### config.mk
export PLATFORM = sky130hd
export DESIGN_NAME = load_store_unit_flat
export DESIGN_NICKNAME = d
export VERILOG_FILES = /design/src/rtl/load_store_unit_pkg.sv /design/src/rtl/load_store_unit_if.sv /design/src/rtl/load_store_unit_byte_lane.sv /design/src/rtl/load_store_unit.sv /design/src/flat_wrapper.sv
export SDC_FILE = /design/constraint.sdc
export NUM_CORES = 1
export LEC_CHECK = 0
export BUFFER_PORTS_ARGS = -buffer_cell sky130_fd_sc_hd__buf_4
export CORE_MARGIN = 2
export CORE_UTILIZATION = 48
export DETAILED_ROUTE_END_ITERATION = 12
export PLACE_DENSITY = 0.78
export SETUP_SLACK_MARGIN = 0.4
export SLEW_MARGIN = 15
export SYNTH_ARGS = -nofsm -noshare
export SYNTH_HDL_FRONTEND = slang
export SYNTH_SLANG_ARGS = --single-unit
### constraint.sdc
create_clock -name clk -period 1.76 [get_ports clk]
set_clock_uncertainty 0.05 [all_clocks]
set_input_delay 0 -clock clk [delete_from_list [all_inputs] [get_ports clk]]
set_output_delay 0 -clock clk [all_outputs]
set_load 0.01 [all_outputs]
### src/rtl/load_store_unit_pkg.sv
// Shared definitions for the load/store unit.
// Contents: the FSM state enum, the request size encodings and the word geometry.
package load_store_unit_pkg;

    typedef enum logic [2:0] {
        ST_IDLE     = 3'd0,
        ST_READ     = 3'd1,
        ST_RMW_READ = 3'd2,
        ST_WRITE    = 3'd3,
        ST_RESP     = 3'd4
    } lsu_state_e;

    localparam logic SIZE_WORD = 1'b0;
    localparam logic SIZE_BYTE = 1'b1;

    localparam int BYTES_PER_WORD = 2;

endpackage

### src/rtl/load_store_unit_if.sv
// Bundle of the core request/response handshakes and the data-memory port.
// Modports:
//   slave  - the load/store unit. It consumes requests, produces responses and
//            drives the memory.
//   master - the core plus memory side. It is the mirror image of slave.
interface load_store_unit_if #(
    parameter int ADDR_W = 16,
    parameter int DATA_W = 16
);
    logic              req_valid;
    logic              req_ready;
    logic              req_write;
    logic              req_size;
    logic              req_signed;
    logic [ADDR_W-1:0] req_addr;
    logic [DATA_W-1:0] req_wdata;
    logic              resp_valid;
    logic              resp_ready;
    logic [DATA_W-1:0] resp_rdata;
    logic              resp_err;
    logic [ADDR_W-1:0] mem_address;
    logic [DATA_W-1:0] mem_write_data;
    logic              mem_write;
    logic [DATA_W-1:0] mem_read_data;

    modport slave (
        input  req_valid, req_write, req_size, req_signed, req_addr, req_wdata,
        input  resp_ready, mem_read_data,
        output req_ready, resp_valid, resp_rdata, resp_err,
        output mem_address, mem_write_data, mem_write
    );

    modport master (
        output req_valid, req_write, req_size, req_signed, req_addr, req_wdata,
        output resp_ready, mem_read_data,
        input  req_ready, resp_valid, resp_rdata, resp_err,
        input  mem_address, mem_write_data, mem_write
    );
endinterface

### src/rtl/load_store_unit_byte_lane.sv
// Combinational byte-lane logic for 16-bit little-endian words.
// Ports:
//   lane      - in  : byte select (0 = [7:0], 1 = [15:8])
//   size      - in  : SIZE_WORD or SIZE_BYTE
//   is_signed - in  : sign-extend a byte load
//   rdata     - in  : word read from memory
//   wbyte     - in  : byte to insert on a store
//   load_data - out : whole word, or the selected byte after extension
//   merged    - out : rdata with the selected byte replaced by wbyte
module lsu_byte_lane
    import load_store_unit_pkg::*;
(
    input  logic        lane,
    input  logic        size,
    input  logic        is_signed,
    input  logic [15:0] rdata,
    input  logic [7:0]  wbyte,
    output logic [15:0] load_data,
    output logic [15:0] merged
);
    logic [7:0] byte_s;

    // Load-path extract/extend and store-path merge
    always_comb begin
        byte_s    = lane ? rdata[15:8] : rdata[7:0];
        load_data = rdata;
        merged    = rdata;
        if (size == SIZE_BYTE) begin
            load_data = {{8{is_signed & byte_s[7]}}, byte_s};
        end else begin
            load_data = rdata;
        end
        if (lane) begin
            merged = {wbyte, rdata[7:0]};
        end else begin
            merged = {rdata[15:8], wbyte};
        end
    end
endmodule

### src/rtl/load_store_unit.sv
// Load/store unit. It sits on the initiator side of the word-addressed data memory.
// It takes one request at a time from the core and checks it for alignment and
// range. It then performs a word access, a byte load with extension, or a byte
// store using read-modify-write. It returns exactly one response per request.
// Ports:
//   clk, rst - clock, and a synchronous active-high reset
//   bus      - slave modport carrying:
//              req_*  (request handshake)
//              resp_* (response handshake)
//              mem_*  (memory port)
module load_store_unit
    import load_store_unit_pkg::*;
#(
    parameter int ADDR_W = 16,
    parameter int DATA_W = 16,
    parameter int DEPTH  = 1024
) (
    input  logic             clk,
    input  logic             rst,
    load_store_unit_if.slave bus
);
    lsu_state_e        state_r, state_next_s;
    logic              write_r, size_r, signed_r, lane_r;
    logic [7:0]        wbyte_r;
    logic [ADDR_W-1:0] mem_address_r;
    logic [DATA_W-1:0] mem_write_data_r, resp_rdata_r;
    logic              resp_err_r;

    logic              accept_s, err_s;
    logic [ADDR_W-1:0] word_addr_s;
    logic [DATA_W-1:0] load_data_s, merged_s;

    assign accept_s    = bus.req_valid & bus.req_ready;
    assign word_addr_s = {1'b0, bus.req_addr[ADDR_W-1:1]};
    assign err_s       = ((bus.req_size == SIZE_WORD) & bus.req_addr[0])
                       | (word_addr_s >= ADDR_W'(DEPTH));

    assign bus.req_ready      = (state_r == ST_IDLE);
    assign bus.resp_valid     = (state_r == ST_RESP);
    // The write strobe is a decode of state so that a write already in
    // progress still lands on the same edge as a reset.
    assign bus.mem_write      = (state_r == ST_WRITE);
    assign bus.mem_address    = mem_address_r;
    assign bus.mem_write_data = mem_write_data_r;
    assign bus.resp_rdata     = resp_rdata_r;
    assign bus.resp_err       = resp_err_r;

    lsu_byte_lane u_byte_lane (
        .lane      (lane_r),
        .size      (size_r),
        .is_signed (signed_r),
        .rdata     (bus.mem_read_data),
        .wbyte     (wbyte_r),
        .load_data (load_data_s),
        .merged    (merged_s)
    );

    // State register
    always_ff @(posedge clk) begin
        if (rst) begin
            state_r <= ST_IDLE;
        end else begin
            state_r <= state_next_s;
        end
    end

    // Next-state decode
    always_comb begin
        state_next_s = state_r;
        case (state_r)
            ST_IDLE: begin
                if (!accept_s) begin
                    state_next_s = ST_IDLE;
                end else if (err_s) begin
                    state_next_s = ST_RESP;
                end else if (!bus.req_write) begin
                    state_next_s = ST_READ;
                end else if (bus.req_size == SIZE_WORD) begin
                    state_next_s = ST_WRITE;
                end else begin
                    state_next_s = ST_RMW_READ;
                end
            end
            ST_READ:     state_next_s = ST_RESP;
            ST_RMW_READ: state_next_s = ST_WRITE;
            ST_WRITE:    state_next_s = ST_RESP;
            ST_RESP: begin
                if (bus.resp_ready) begin
                    state_next_s = ST_IDLE;
                end else begin
                    state_next_s = ST_RESP;
                end
            end
            default:     state_next_s = ST_IDLE;
        endcase
    end

    // Request latch, memory address/data and response registers
    always_ff @(posedge clk) begin
        if (rst) begin
            write_r          <= 1'b0;
            size_r           <= SIZE_WORD;
            signed_r         <= 1'b0;
            lane_r           <= 1'b0;
            wbyte_r          <= 8'h00;
            mem_address_r    <= '0;
            mem_write_data_r <= '0;
            resp_rdata_r     <= '0;
            resp_err_r       <= 1'b0;
        end else if (accept_s) begin
            write_r       <= bus.req_write;
            size_r        <= bus.req_size;
            signed_r      <= bus.req_signed;
            lane_r        <= bus.req_addr[0];
            wbyte_r       <= bus.req_wdata[7:0];
            mem_address_r <= word_addr_s;
            // Stores and errors return zero data, so clear it up front.
            resp_rdata_r  <= '0;
            resp_err_r    <= err_s;
            if (bus.req_write && (bus.req_size == SIZE_WORD)) begin
                mem_write_data_r <= bus.req_wdata;
            end
        end else if (state_r == ST_READ) begin
            resp_rdata_r <= load_data_s;
        end else if (state_r == ST_RMW_READ) begin
            mem_write_data_r <= merged_s;
        end
    end
endmodule

### src/flat_wrapper.sv
// flat-port wrapper written by rule: the top's interface ports become plain ports
module load_store_unit_flat import load_store_unit_pkg::*;
#(
    parameter int ADDR_W = 16,
    parameter int DATA_W = 16,
    parameter int DEPTH  = 1024
)
  (clk, rst, bus_req_valid, bus_req_write, bus_req_size, bus_req_signed, bus_req_addr, bus_req_wdata, bus_resp_ready, bus_mem_read_data, bus_req_ready, bus_resp_valid, bus_resp_rdata, bus_resp_err, bus_mem_address, bus_mem_write_data, bus_mem_write);
  load_store_unit_if #(.ADDR_W(ADDR_W), .DATA_W(DATA_W)) bus_i ();
  input  logic clk;
  input  logic rst;
  input wire logic [$bits(bus_i.req_valid)-1:0] bus_req_valid;
  input wire logic [$bits(bus_i.req_write)-1:0] bus_req_write;
  input wire logic [$bits(bus_i.req_size)-1:0] bus_req_size;
  input wire logic [$bits(bus_i.req_signed)-1:0] bus_req_signed;
  input wire logic [$bits(bus_i.req_addr)-1:0] bus_req_addr;
  input wire logic [$bits(bus_i.req_wdata)-1:0] bus_req_wdata;
  input wire logic [$bits(bus_i.resp_ready)-1:0] bus_resp_ready;
  input wire logic [$bits(bus_i.mem_read_data)-1:0] bus_mem_read_data;
  output wire logic [$bits(bus_i.req_ready)-1:0] bus_req_ready;
  output wire logic [$bits(bus_i.resp_valid)-1:0] bus_resp_valid;
  output wire logic [$bits(bus_i.resp_rdata)-1:0] bus_resp_rdata;
  output wire logic [$bits(bus_i.resp_err)-1:0] bus_resp_err;
  output wire logic [$bits(bus_i.mem_address)-1:0] bus_mem_address;
  output wire logic [$bits(bus_i.mem_write_data)-1:0] bus_mem_write_data;
  output wire logic [$bits(bus_i.mem_write)-1:0] bus_mem_write;
  assign bus_i.req_valid = bus_req_valid;
  assign bus_i.req_write = bus_req_write;
  assign bus_i.req_size = bus_req_size;
  assign bus_i.req_signed = bus_req_signed;
  assign bus_i.req_addr = bus_req_addr;
  assign bus_i.req_wdata = bus_req_wdata;
  assign bus_i.resp_ready = bus_resp_ready;
  assign bus_i.mem_read_data = bus_mem_read_data;
  assign bus_req_ready = bus_i.req_ready;
  assign bus_resp_valid = bus_i.resp_valid;
  assign bus_resp_rdata = bus_i.resp_rdata;
  assign bus_resp_err = bus_i.resp_err;
  assign bus_mem_address = bus_i.mem_address;
  assign bus_mem_write_data = bus_i.mem_write_data;
  assign bus_mem_write = bus_i.mem_write;
  load_store_unit #(.ADDR_W(ADDR_W), .DATA_W(DATA_W), .DEPTH(DEPTH)) u_core (.clk(clk), .rst(rst), .bus(bus_i));
endmodule
==> results.toml <==
[sta]
hold_viol_final = 0
fmaxAchievable_mhz = 625
setup_tns_ns = 0
maxSlewViolCount = 0
grt_setup_unrepaired = "true"
worst-slew-pin-transition_ns = 0.543
relative_max_transition_margin = 0.638
report.final.setup_viol = 0
layout_worst_path_cycle_share = 0.909
finalWorstPathRequiredPeriod_ns = 1.60

[cells_and_area]
area_growth_syn_to_layout_pct = 66.4
finalCoreUtilization = 0.827
layout-drive-gt1-share = 0.404
layout.nets = 562
fin_cells = 585
fillers = 355
layout.cells.most_common_list = "buf_4 (115), nand2_1 (68), dfxtp_1 (57), dlygate4sd3_1 (49)"
diodes = 0
final_common_cell = "buf_4"

[routing]
wl_per_cell_um = 17.0
detail_route.first_pass.iterations = 5
initialDrtViolationCount = 160
remaining_antenna_violation_count_after_routing = 0
wirelength_mm = 9.95
drcViolationCount = 0
post_drt_via_cell_ratio = 5.43
detailroute.via_count = 3177

[floorplanning]
number_of_standard_cell_rows_in_the_floorplan = 28
fp.dieH_um = 82.3
boundaryPins = 107
die_width_um = 82.3
die_area_um2 = 6770
starting_density_of_the_core = 0.497
floorplan.core_area_um2 = 5920

[logic_synthesis]
yosys_warnings = 0
netlist_area_um2 = 2940
post_syn_area_per_cell_um2 = 8.81
synth_fp_nets = 389
syn_inst_count = 334
synthDistinctLibCells = 33
synth-seq-area-share = 0.422
yosys_register_bits = 62

[clocking]
clk-insertion-delay-late_ns = 0.33
h-tree-depth = 3
clock_tree_from_tritoncts = "done"
clkSlewWorstSetupHoldPaths_ns = 0.06
clock-sinks = 62
tritoncts.num_buffers = 9
cts.root.buffer_cell = "clkbuf_8"
clock_path_buffers = 2

[global_route]
grt_start_max_net_pins = 49
grt_pass1_vias = 2975
track_usage = 0.274
grt_pass1_wl_mm = 14.0
antenna_violations_before_repair = 0
globalRouteOverflowTotal = 0

[critical_path]
timing.critical_path.slowest_stage_cell = "or4b_4"
cp.arrival_ns = 1.75
setup.worst_path.class = "reg2reg"
critical_path.endpoint_type = "flop"
critical_path_peak_fanout = 6
timing.critical_path.from_type = "flop"
worstPathRequired_ns = 1.92
largest_stage_delay_on_the_critical_path_ns = 0.60
critical_path.cell_chain = "or4b_4 > buf_12 > mux2i_2 > o211ai_1"

[placed_design]
numPortBuffers = 105
place_inst = 504
gp_routability_congestion = 0.837
dpl.hpwl_mm = 5.78

[power]
p_leak_nw = 2.13
pwr_density_cell_nw_per_um2 = 675
peakVddDrop_v = 0.000676
pnr_total_power_mw = 3.31

[run]
max-cap-violations = 0

[outcome]
run_status = "completed"

[worst_hold_path]
min-delay-path-class = "in2reg"
[stage by stage]
step / cell area (µm²) / hold slack, ns / setup slack (ns)
floorplan: 2980 / 0.0860 / 0.185
global placement: 3850 / 0.202 / -0.0665
detailed placement: 3850 / 0.208 / -0.0945
CTS: 4670 / 0.00719 / 0.199
global route: 4900 / 0.0115 / 0.121
finish: 4900 / 0.0170 / 0.161
[cell usage after synthesis (all sizes together)]
master	instances	area [µm²]
nor3b	2	20.0
o21a	3	22.5
nand3b	1	7.51
clkbuf	12	45.0
buf	13	92.6
mux2i	25	250
nor2	12	45.0
or4	1	7.51
or2	1	6.26
nor4b	1	23.8
nand2	72	270
a211oi	8	60.1
clkinv	1	3.75
nand2b	3	18.8
o21ai	1	5.00
a311oi	1	8.76
dfxtp	62	1240
a21bo	1	10.0
nor2b	25	156
o221a	8	90.1
a21oi	27	135
conb	1	3.75
o31ai	1	7.51
or4b	1	10.0
nand3	16	80.1
nor4	2	12.5
o211ai	16	120
a211o	1	8.76
mux2	16	180
[flip-flops by register name, indices dropped and copies added (netlist names)]
register                   cells
u_core.bus.resp_err            1
u_core.signed_r                1
u_core.size_r                  1
u_core.wbyte_r                 8
u_core.state_r                 3
u_core.bus.resp_rdata         16
u_core.lane_r                  1
u_core.bus.mem_write_data     16
u_core.bus.mem_address        15
[layout make-up]
| class | instances | area, µm² | share of cell area |
|---|---|---|---|
| clock buffers | 12 | 145 | 0.0296 |
| clock inverters | 2 | 10.0 | 0.00204 |
| inverters | 1 | 5.00 | 0.00102 |
| multi-input cells | 247 | 1730 | 0.353 |
| flip-flops and latches | 62 | 1250 | 0.256 |
| well taps | 75 | 93.8 | 0.0192 |
| repair buffers | 186 | 1660 | 0.340 |
[worst max-delay path: cells and delay by family, from the launching register on]
kind | cells | cell delay (ns)
AO/OA/AOI/OAI | 1 | 0.12
flip-flops | 1 | 0.35
buffers and inverters | 1 | 0.17
multiplexers | 1 | 0.18
AND/OR/NAND/NOR | 1 | 0.60
[power breakdown]
group / leakage [nW] / internal (mW) / total [mW] / switching [mW]
Clock: 0.0821 / 0.530 / 1.05 / 0.517
Sequential: 0.508 / 1.46 / 1.50 / 0.0425
Combinational: 1.54 / 0.425 / 0.756 / 0.331
Total: 2.13 / 2.42 / 3.31 / 0.891
[repair_timing]
action,in CTS,in global routing
gates cloned,0,3
resized for setup,28,27
hold endpoints to repair,53,0
hold buffers,49,0
buffers inserted,7,8
pin swaps,5,22
endpoints found under the setup margin,62,65
[final timing paths]
| path | from | end | slack (ns) | cells after the start |
|---|---|---|---|---|
| max | u_core.state_r[1] | u_core.bus.mem_write_data[9] | 0.16 | 4 |
| min | bus_mem_read_data[8] | u_core.bus.resp_rdata[0] | 0.02 | 3 |
| max reg2reg | u_core.state_r[1] | u_core.bus.mem_write_data[9] | 0.16 | 4 |
| min reg2reg | u_core.bus.mem_address[5] | u_core.bus.mem_address[5] | 0.41 | 2 |
[layer usage]
layer,GRT usage,vias to the layer above,wire length [µm]
li1,-,1517,-
met1,0.303,1509,3890
met2,0.490,129,5110
met3,0.0630,22,668
met4,0.133,0,283
met5,0,-,0
[cells by family after synthesis]
| family | Yosys count | share of synthesized area |
|---|---|---|
| other | 1 | 0.00127 |
| DFF | 62 | 0.422 |
| buffers and inverters | 26 | 0.0480 |
| AOI/OAI and AO/OA | 67 | 0.159 |
| muxes | 41 | 0.146 |
| and+or+nand+nor | 137 | 0.224 |
(Power assumes the default switching activity.)
